`src/rtl/iana_tx_buffer_if.sv`:
```
// Trace-side and DMA-side handshake bundle for iana_tx_buffer.
// The buffer connects through the slave modport; the CPU/DMA environment uses master.
interface iana_tx_buffer_if;
  logic [127:0] trace_in;
  logic         trace_valid;
  logic         trace_ready;
  logic [127:0] dma_in;
  logic         dma_we;
  logic         dma_writable;

  modport master (output trace_in, trace_valid, dma_writable,
                  input  trace_ready, dma_in, dma_we);
  modport slave  (input  trace_in, trace_valid, dma_writable,
                  output trace_ready, dma_in, dma_we);
endinterface

```
`src/rtl/iana_tx_buffer.sv`:
```
// Trace-to-DMA transmit FIFO with almost-full stall, overflow accounting and flush drain.
// Define IANA_TX_MARKER_EN to append an end-of-capture marker record after a flush.
module iana_tx_buffer #(
  parameter int DEPTH        = 8,
  parameter int AFULL_MARGIN = 2
) (
  input  logic                   clock2,
  input  logic                   nreset,
  input  logic                   enable,
  input  logic                   flush,
  iana_tx_buffer_if.slave        bus,
  output logic                   stall_req,
  output logic [$clog2(DEPTH):0] level,
  output logic                   overflow,
  output logic [15:0]            drop_count,
  output logic                   busy
);
  localparam int AW = $clog2(DEPTH);
  localparam int PW = AW + 1;

`ifdef IANA_TX_MARKER_EN
  typedef enum logic [1:0] {IDLE, RUN, FLUSH, MARK} state_t;
  localparam logic [127:0] MARKER = 128'hFFFF_FFFF_FFFF_FFFF_0000_0000_0000_0000;
`else
  typedef enum logic [1:0] {IDLE, RUN, FLUSH} state_t;
`endif

  state_t        state_q, state_d;
  logic [PW-1:0] wptr_q, wptr_d, rptr_q, rptr_d, level_next;
  logic [127:0]  dma_in_q, dma_in_d;
  logic          dma_we_q, dma_we_d;
  logic          stall_req_q, stall_req_d;
  logic          overflow_q, overflow_d;
  logic [15:0]   drop_count_q, drop_count_d;
  logic          flush_q, flush_d;
  logic [127:0]  mem_q [DEPTH];

  logic empty, full, pop, push_ok, push, drop, pop_state, flush_rise;

  assign level = wptr_q - rptr_q;
  assign empty = (level == '0);
  assign full  = (level == PW'(DEPTH));
  assign flush_rise = flush & ~flush_q;

`ifdef IANA_TX_MARKER_EN
  assign pop_state = (state_q != MARK);
`else
  assign pop_state = 1'b1;
`endif

  // A pop frees a slot this cycle, so a push is legal at full when one happens.
  assign pop     = pop_state & ~empty & bus.dma_writable;
  assign push_ok = enable & (state_q != FLUSH) & (~full | pop);
  assign push    = push_ok & bus.trace_valid;
  assign drop    = bus.trace_valid & enable & (state_q != FLUSH) & full & ~pop;

  assign bus.trace_ready = push_ok;
  assign bus.dma_in      = dma_in_q;
  assign bus.dma_we      = dma_we_q;
  assign stall_req       = stall_req_q;
  assign overflow        = overflow_q;
  assign drop_count      = drop_count_q;
  assign busy            = (state_q != IDLE) | ~empty;

  always_comb begin
    state_d      = state_q;
    wptr_d       = wptr_q + PW'(push);
    rptr_d       = rptr_q + PW'(pop);
    level_next   = wptr_d - rptr_d;
    stall_req_d  = (level_next >= PW'(DEPTH - AFULL_MARGIN));
    dma_in_d     = dma_in_q;
    dma_we_d     = 1'b0;
    overflow_d   = overflow_q | drop;
    drop_count_d = (drop && drop_count_q != 16'hFFFF) ? drop_count_q + 16'd1 : drop_count_q;
    flush_d      = flush;
    if (pop) begin
      dma_in_d = mem_q[rptr_q[AW-1:0]];
      dma_we_d = 1'b1;
    end
    case (state_q)
      IDLE:  if (enable) state_d = RUN;
      RUN: begin
        if (flush_rise)            state_d = FLUSH;
        else if (!enable && empty) state_d = IDLE;
      end
`ifdef IANA_TX_MARKER_EN
      FLUSH: if (empty) state_d = MARK;
      MARK: begin
        if (bus.dma_writable) begin
          dma_in_d = MARKER | {112'd0, drop_count_q};
          dma_we_d = 1'b1;
          state_d  = IDLE;
        end
      end
`else
      FLUSH: if (empty) state_d = IDLE;
`endif
      default: state_d = IDLE;
    endcase
  end

  always_ff @(posedge clock2 or negedge nreset) begin
    if (!nreset) begin
      state_q      <= IDLE;
      wptr_q       <= '0;
      rptr_q       <= '0;
      dma_in_q     <= '0;
      dma_we_q     <= 1'b0;
      stall_req_q  <= 1'b0;
      overflow_q   <= 1'b0;
      drop_count_q <= '0;
      flush_q      <= 1'b0;
    end else begin
      state_q      <= state_d;
      wptr_q       <= wptr_d;
      rptr_q       <= rptr_d;
      dma_in_q     <= dma_in_d;
      dma_we_q     <= dma_we_d;
      stall_req_q  <= stall_req_d;
      overflow_q   <= overflow_d;
      drop_count_q <= drop_count_d;
      flush_q      <= flush_d;
    end
  end

  // Storage needs no reset; the pointers define what is valid.
  always_ff @(posedge clock2) begin
    if (push) mem_q[wptr_q[AW-1:0]] <= bus.trace_in;
  end
endmodule
```
`src/flat_wrapper.sv`:
```
// flat-port wrapper written by rule: the top's interface ports become plain ports
module iana_tx_buffer_flat 
#(
  parameter int DEPTH        = 8,
  parameter int AFULL_MARGIN = 2
)
  (clock2, nreset, enable, flush, stall_req, level, overflow, drop_count, busy, bus_trace_in, bus_trace_valid, bus_dma_writable, bus_trace_ready, bus_dma_in, bus_dma_we);
  iana_tx_buffer_if bus_i ();
  input  logic clock2;
  input  logic nreset;
  input  logic enable;
  input  logic flush;
  output logic stall_req;
  output logic [$clog2(DEPTH):0] level;
  output logic overflow;
  output logic [15:0] drop_count;
  output logic busy;
  input wire logic [$bits(bus_i.trace_in)-1:0] bus_trace_in;
  input wire logic [$bits(bus_i.trace_valid)-1:0] bus_trace_valid;
  input wire logic [$bits(bus_i.dma_writable)-1:0] bus_dma_writable;
  output wire logic [$bits(bus_i.trace_ready)-1:0] bus_trace_ready;
  output wire logic [$bits(bus_i.dma_in)-1:0] bus_dma_in;
  output wire logic [$bits(bus_i.dma_we)-1:0] bus_dma_we;
  assign bus_i.trace_in = bus_trace_in;
  assign bus_i.trace_valid = bus_trace_valid;
  assign bus_i.dma_writable = bus_dma_writable;
  assign bus_trace_ready = bus_i.trace_ready;
  assign bus_dma_in = bus_i.dma_in;
  assign bus_dma_we = bus_i.dma_we;
  iana_tx_buffer #(.DEPTH(DEPTH), .AFULL_MARGIN(AFULL_MARGIN)) u_core (.clock2(clock2), .nreset(nreset), .enable(enable), .flush(flush), .bus(bus_i), .stall_req(stall_req), .level(level), .overflow(overflow), .drop_count(drop_count), .busy(busy));
endmodule
```
`config.mk`:
```
export PLATFORM = sky130hd
export DESIGN_NAME = iana_tx_buffer_flat
export DESIGN_NICKNAME = d
export VERILOG_FILES = /design/src/rtl/iana_tx_buffer_if.sv /design/src/rtl/iana_tx_buffer.sv /design/src/flat_wrapper.sv
export SDC_FILE = /design/constraint.sdc
export NUM_CORES = 1
export LEC_CHECK = 0
export ABC_CLOCK_PERIOD_IN_PS = 27400
export BUFFER_PORTS_ARGS = -buffer_cell sky130_fd_sc_hd__buf_4
export CAP_MARGIN = 40
export CORE_ASPECT_RATIO = 1.4
export CORE_MARGIN = 2
export CORE_UTILIZATION = 49
export CTS_CLUSTER_SIZE = 24
export DETAILED_ROUTE_END_ITERATION = 10
export PLACE_DENSITY = 0.77
export SKIP_LAST_GASP = 1
export SYNTH_ARGS = -nofsm -noshare
export SYNTH_HDL_FRONTEND = slang
export SYNTH_SLANG_ARGS = --single-unit
```
`constraint.sdc`:
```
create_clock -name clock2 -period 27.4 [get_ports clock2]
set_input_delay 5.48 -clock clock2 [delete_from_list [all_inputs] [get_ports clock2]]
set_output_delay 5.48 -clock clock2 [all_outputs]
set_load 0.1 [all_outputs]
```
### Yosys cells after proc, flatten, opt, wreduce, memory -nomap -nowiden

Memory sizes are Yosys's and may differ from the RTL's. A register that Yosys moved wholly into a read port is not among the register bits.
Index checks and enable logic that the tools add are counted.

| operators by class | value |
|---|---|
| add/sub/neg operators | 5 |
| magnitude comparators | 1 |
| equal/unequal tests | 8 |
| multiplexer cells | 8 |
| bitwise logic cells | 16 |
| reduce and logical (&&, ||, !) cells | 8 |

Operators with widths:

| kind | number |
|---|---|
| $add 16x1->16 const B | 1 |
| $ne 16x16->1 const B | 1 |
| $and 1x1->1 | 9 |
| $add 4x1->4 | 2 |
| $mux 2 | 4 |
| $sub 4x4->4 | 2 |
| $pmux 2 s3 | 1 |
| $eq 4x4->1 const B | 1 |
| $ge 4x3->1 const B | 1 |
| $logic_not 4->1 | 1 |
| $ne 2x2->1 const B | 2 |
| $not 1->1 | 4 |
| $mux 1 | 3 |
| $ne 3x1->1 const B | 1 |
| $or 1x1->1 | 3 |
| $reduce_and 3->1 | 1 |
| $eq 2x1->1 const B | 1 |
| $eq 2x2->1 const B | 1 |
| $logic_and 1x1->1 | 2 |
| $logic_not 1->1 | 2 |
| $logic_not 2->1 | 1 |
| $ne 2x1->1 const B | 1 |
| $reduce_bool 2->1 | 1 |

| storage, ports and cells | value |
|---|---|
| bits in registers | 30 |
| bits in writable memories | 1,024 |
| input bits | 134 |
| output and inout bits | 153 |
| word-level logic and storage cells | 55 |
| memories kept | 1 |

Memories:

| name | depth | bits a word | read ports | clocked after Yosys merged registers in | write ports | line | RTL |
|---|---|---|---|---|---|---|---|
| u_core.mem_q | 8 | 128 | 1 | 1 | 1 | iana_tx_buffer.sv:36 | `logic [127:0] mem_q [DEPTH];` |

### Depth between registers and ports, before layout

| depth | value |
|---|---|
| word-level depth | 10 |
| depth in mapped cells | 20 |
| gate-level depth less buffers | 16 |

### Least setup slack after synthesis

Ideal clock, no wire load.

| timing | value |
|---|---|
| path kind | input to register |
| from | input enable |
| to | memory u_core.mem_q[3][0], enable pin |
| setup time | 0.798 ns |
| data arrival time | 15.269 ns |
| required time | 26.602 ns |
| path slack | 11.333 ns |
| stages on the path | 3 |
| buffers on the path | 0 |
| cells stage by stage | nand3_1 > a211o_1 > nor3b_1 |

| on the way | value |
|---|---|
| cells in the longest elaborated chain, start to end | 5 |

Ends and longest elaborated chain:

| what | line | RTL |
|---|---|---|
| from (decl) | flat_wrapper.sv:11 | `input logic enable;` |
| $and 1x1->1 (2 in a row) | iana_tx_buffer.sv:53 | `assign push_ok = enable & (state_q != FLUSH) & (~full \| pop);` |
| $and 1x1->1 | iana_tx_buffer.sv:54 | `assign push = push_ok & bus.trace_valid;` |
| $mux 1 | iana_tx_buffer.sv:128 | `if (push) mem_q[wptr_q[AW-1:0]] <= bus.trace_in;` |
| $mux 1 (not written as such) | iana_tx_buffer.sv:128 |  |
| to (decl) | iana_tx_buffer.sv:36 |  |

Every way passes these cells.

### Worst setup path in the final report

| timing | value |
|---|---|
| from | input bus_dma_writable |
| to | output bus_trace_ready |

| on the way | value |
|---|---|
| cells in the longest elaborated chain, start to end | 3 |

Ends and longest elaborated chain:

| what | line | RTL |
|---|---|---|
| from (decl) | flat_wrapper.sv:20 | `input wire logic [$bits(bus_i.dma_writable)-1:0] bus_dma_writable;` |
| $and 1x1->1 | iana_tx_buffer.sv:52 | `assign pop = pop_state & ~empty & bus.dma_writable;` |
| $or 1x1->1 | iana_tx_buffer.sv:53 |  |
| $and 1x1->1 | iana_tx_buffer.sv:53 |  |
| to (decl) | flat_wrapper.sv:21 | `output wire logic [$bits(bus_i.trace_ready)-1:0] bus_trace_ready;` |

Every way passes these cells.

==> summary.txt <==
Floorplanning
  • Initial Utilization: 0.4939
  • Die X: 258.3 µm
  • I/O pin total: 287
  • Row cnt: 130
  • Die area: 92960 µm²
  • Die span in y: 360.0 µm
  • Core Region: 89790 µm²

Final layout
  • Layout area overhead: 17.59%
  • Most common cell after layout, fill and taps aside: edfxtp_1
  • Nets@finish: approximately 2500
  • Layout cells sized above 1: 0.3150
  • Most frequent cells in the layout: edfxtp_1, buf_4, mux4_2

Logic synthesis
  • Yosys Warn Count: 0
  • Register bit total from synthesis: 1182
  • Async S/R FF share, synth: 0.1337
  • Area leader, netlist: edfxtp_1
  • Number of enable flip-flop cells after synthesis: 1024
  • Post-Synthesis Cells: 2050
  • Synth top area share: 0.6934
  • Register area share after synthesis: 0.7825
  • Syn_area_per_cell: 21.63 µm²
  • Mapped Area: 44350 µm²
  • Ys flop type: edfxtp_1
  • Synthesized net count: 2197
  • Synth top area cells: edfxtp_1, mux4_2, dfrtp_1
  • Number of distinct library cells after synthesis: 48

Worst setup path
  • Reg-to-reg startpoint: u_core.rptr_q[2]
  • Crit path from: bus_dma_writable
  • CP most frequent cell: buf_4
  • Critical path data required time: 21.92 ns
  • Crit-path leading delay family: simple AND/OR/NAND/NOR gates
  • Crit path kind: in -> out
  • CP max FO: 5
  • R2R cell count: 10
  • Worst setup SP type: primary input
  • Critical path's largest stage delay: 0.47 ns
  • Crit path max-delay cell type: nor4_2
  • Worst r2r dst: u_core.mem_q[6][85]
  • Worst path cell trace: buf_4 -> nor4_2 -> a21oi_1 -> buf_4
  • Worst R2R Setup Slack: approximately 22 ns
  • Crit path DAT: 6.51 ns
  • Worst path bufs/invs: 2
  • CP endpoint kind: output pin

Power
  • Peak VDD IR: between 0.0001 and 0.00015 V
  • PD cells: 118.9 nW/µm²
  • Design Power: 6.200 mW
  • Leak: 18.10 nW

CTS
  • Clock sinks: 1182
  • Clock Path Buffers: 3
  • Root Driver: clkbuf_16
  • Worst-path clk slew: ~0.070 ns
  • CTS buffer count: 106
  • TritonCTS clock tree: done
  • Resized cells post-CTS: 0
  • Post CTS Setup Buffer Count: 0
  • Skew-Pair Late Insertion Delay: a little over 0.7 ns
  • # H-tree levels: 3
  • Hold-fix buffers, CTS: 0

Timing
  • Post-route setup slack: 15.41 ns
  • Skew final: 0.03634 ns
  • Tmin final: 11.99 ns
  • Final setup fails: 0
  • Setup tns final: 0 ns
  • Unrepaired setup endpoints after global routing: no
  • Fmax: 83.41 MHz
  • Tightest Pin Transition: approximately 1.1 ns
  • Period utilisation layout: 0.4375
  • Slew Limit Fails: 0
  • Final hold viol count: 0
  • Slew headroom: 0.2625

Place
  • DPL Wire Length: 54390 µm
  • I/O Buffers: about 290
  • Dpl ws: 15.44 ns
  • GPL Wtd Cong: 0.7576

Worst hold path
  • HP Class: reg -> reg
  • Hold path depth: 1
  • Min-delay src: u_core.overflow
  • Hold Crit Endpoint: u_core.overflow

Global route
  • Largest net degree at the start of global routing: 190
  • Top Usage Layer GRT: met2
  • Vias in the first global route: between 20000 and 25000
  • GR met3 Demand/Resource: 0.04197
  • GR Util met1: 0.2642
  • Global-route wire length before repair: 142300 µm
  • All-Layer GR Usage: 0.2082
  • Initial antenna violation count: 20
  • GRT overflow: 0
  • Met2 usage: 0.3551

Drt
  • Post-route ant nets: 0
  • Drt wl/cell: about 26 µm
  • Via-per-instance ratio: 5.682
  • WL final: 95670 µm
  • Remaining DRCs: 0
  • Initial DRC count: around 1700
  • Via count: 20972
  • Drt first pass iters: 5

Outcome
  • Status: finished, final reports clean

Run
  • Max_cap viols: 0
[power by group]
| group | switching [mW] | internal [mW] |
|---|---|---|
| combinational | 1.53 | 0.741 |
| sequential | 0.135 | 2.20 |
| clock | 0.660 | 0.937 |
[registers in the layout, summed over array words and instances (netlist names)]
signal	cells
u_core.bus.dma_in	128
u_core.bus.dma_we	1
u_core.wptr_q	4
u_core.drop_count	16
u_core.flush_q	1
u_core.mem_q	1024
u_core.rptr_q	4
u_core.state_q	2
u_core.overflow	1
u_core.stall_req	1
[per-stage QoR]
stage / utilization / hold WS (ns) / instance area (µm²) / instances
floorplan: - / 0.4574 / 44350 / 2050
global placement: 0.5323 / 0.4546 / 47800 / 3457
detailed placement: 0.5379 / 0.4580 / 48300 / 3476
CTS: 0.5804 / 0.4797 / 52120 / 3677
global route: 0.5808 / 0.5104 / 52150 / 3689
finish: 0.5808 / 0.4754 / 52150 / 3691
[cell families after synthesis]
logic type / count (synthesis) / share of synthesized area
AOI/OAI and AO/OA: 146 / 0.01735
DFF: 1182 / 0.7825
muxes: 387 / 0.1596
xor gates and xnor gates: 20 / 0.004288
buffers and inverters: 115 / 0.01320
and+or+nand+nor: 187 / 0.01902
adders and majority gates: 13 / 0.004006
[Yosys cell counts, types with 2 or more instances]
master / count
nand4_1: 6
mux4_2: 256
o21ai_0: 3
buf_6: 12
mux2i_1: 129
fa_1: 2
nor3b_1: 3
inv_1: 11
buf_4: 5
ha_1: 11
xnor2_1: 14
buf_1: 10
mux2_1: 2
and3_1: 7
buf_2: 36
o21ai_1: 127
dfrtp_1: 158
clkbuf_1: 39
a21oi_1: 7
nor2_1: 6
nand2b_1: 2
nor2b_1: 3
xor2_1: 5
nand2_1: 134
nand3_1: 13
and3b_1: 3
edfxtp_1: 1024
nor3_1: 2
[worst reg2reg max path: cells and delay by family, from the launching register on]
kind	cells	cell delay, ns
buffers and inverters	4	1.22
DFF	1	0.85
adders and majority gates	1	0.36
AOI/OAI and AO/OA	2	1.00
and+or+nand+nor	3	1.26
[worst max-delay path by stage]
stage	depth (start not counted)	to	slack, ns
4_1_cts	4	bus_trace_ready	15.42
3_5_place_dp	4	bus_trace_ready	15.44
3_3_place_gp	4	bus_trace_ready	15.40
2_1_floorplan	3	u_core.mem_q[3][0]	11.33
6_report	4	bus_trace_ready	15.41
5_1_grt	4	bus_trace_ready	15.33
[metal layers]
metal  share of wire  up-vias
met2            0.52      728
met5         0.00085        -
met3           0.062      162
met1            0.39    11026
li1                -     9044
met4           0.032       12
[cell type report]
cell class / count / area (µm²)
Clock buffer: 147 / 3010
Clock inverter: 54 / 808.3
Tap cell: 1188 / 1486
Timing Repair Buffer: 340 / 2942
Antenna cell: 14 / 35.03
Inverter: 13 / 56.30
Sequential cell: 1182 / 34710
Multi-Input combinational cell: 753 / 9102
Fill cell: 6422 / 37630
No activity file was read; power rests on OpenSTA's default activity.
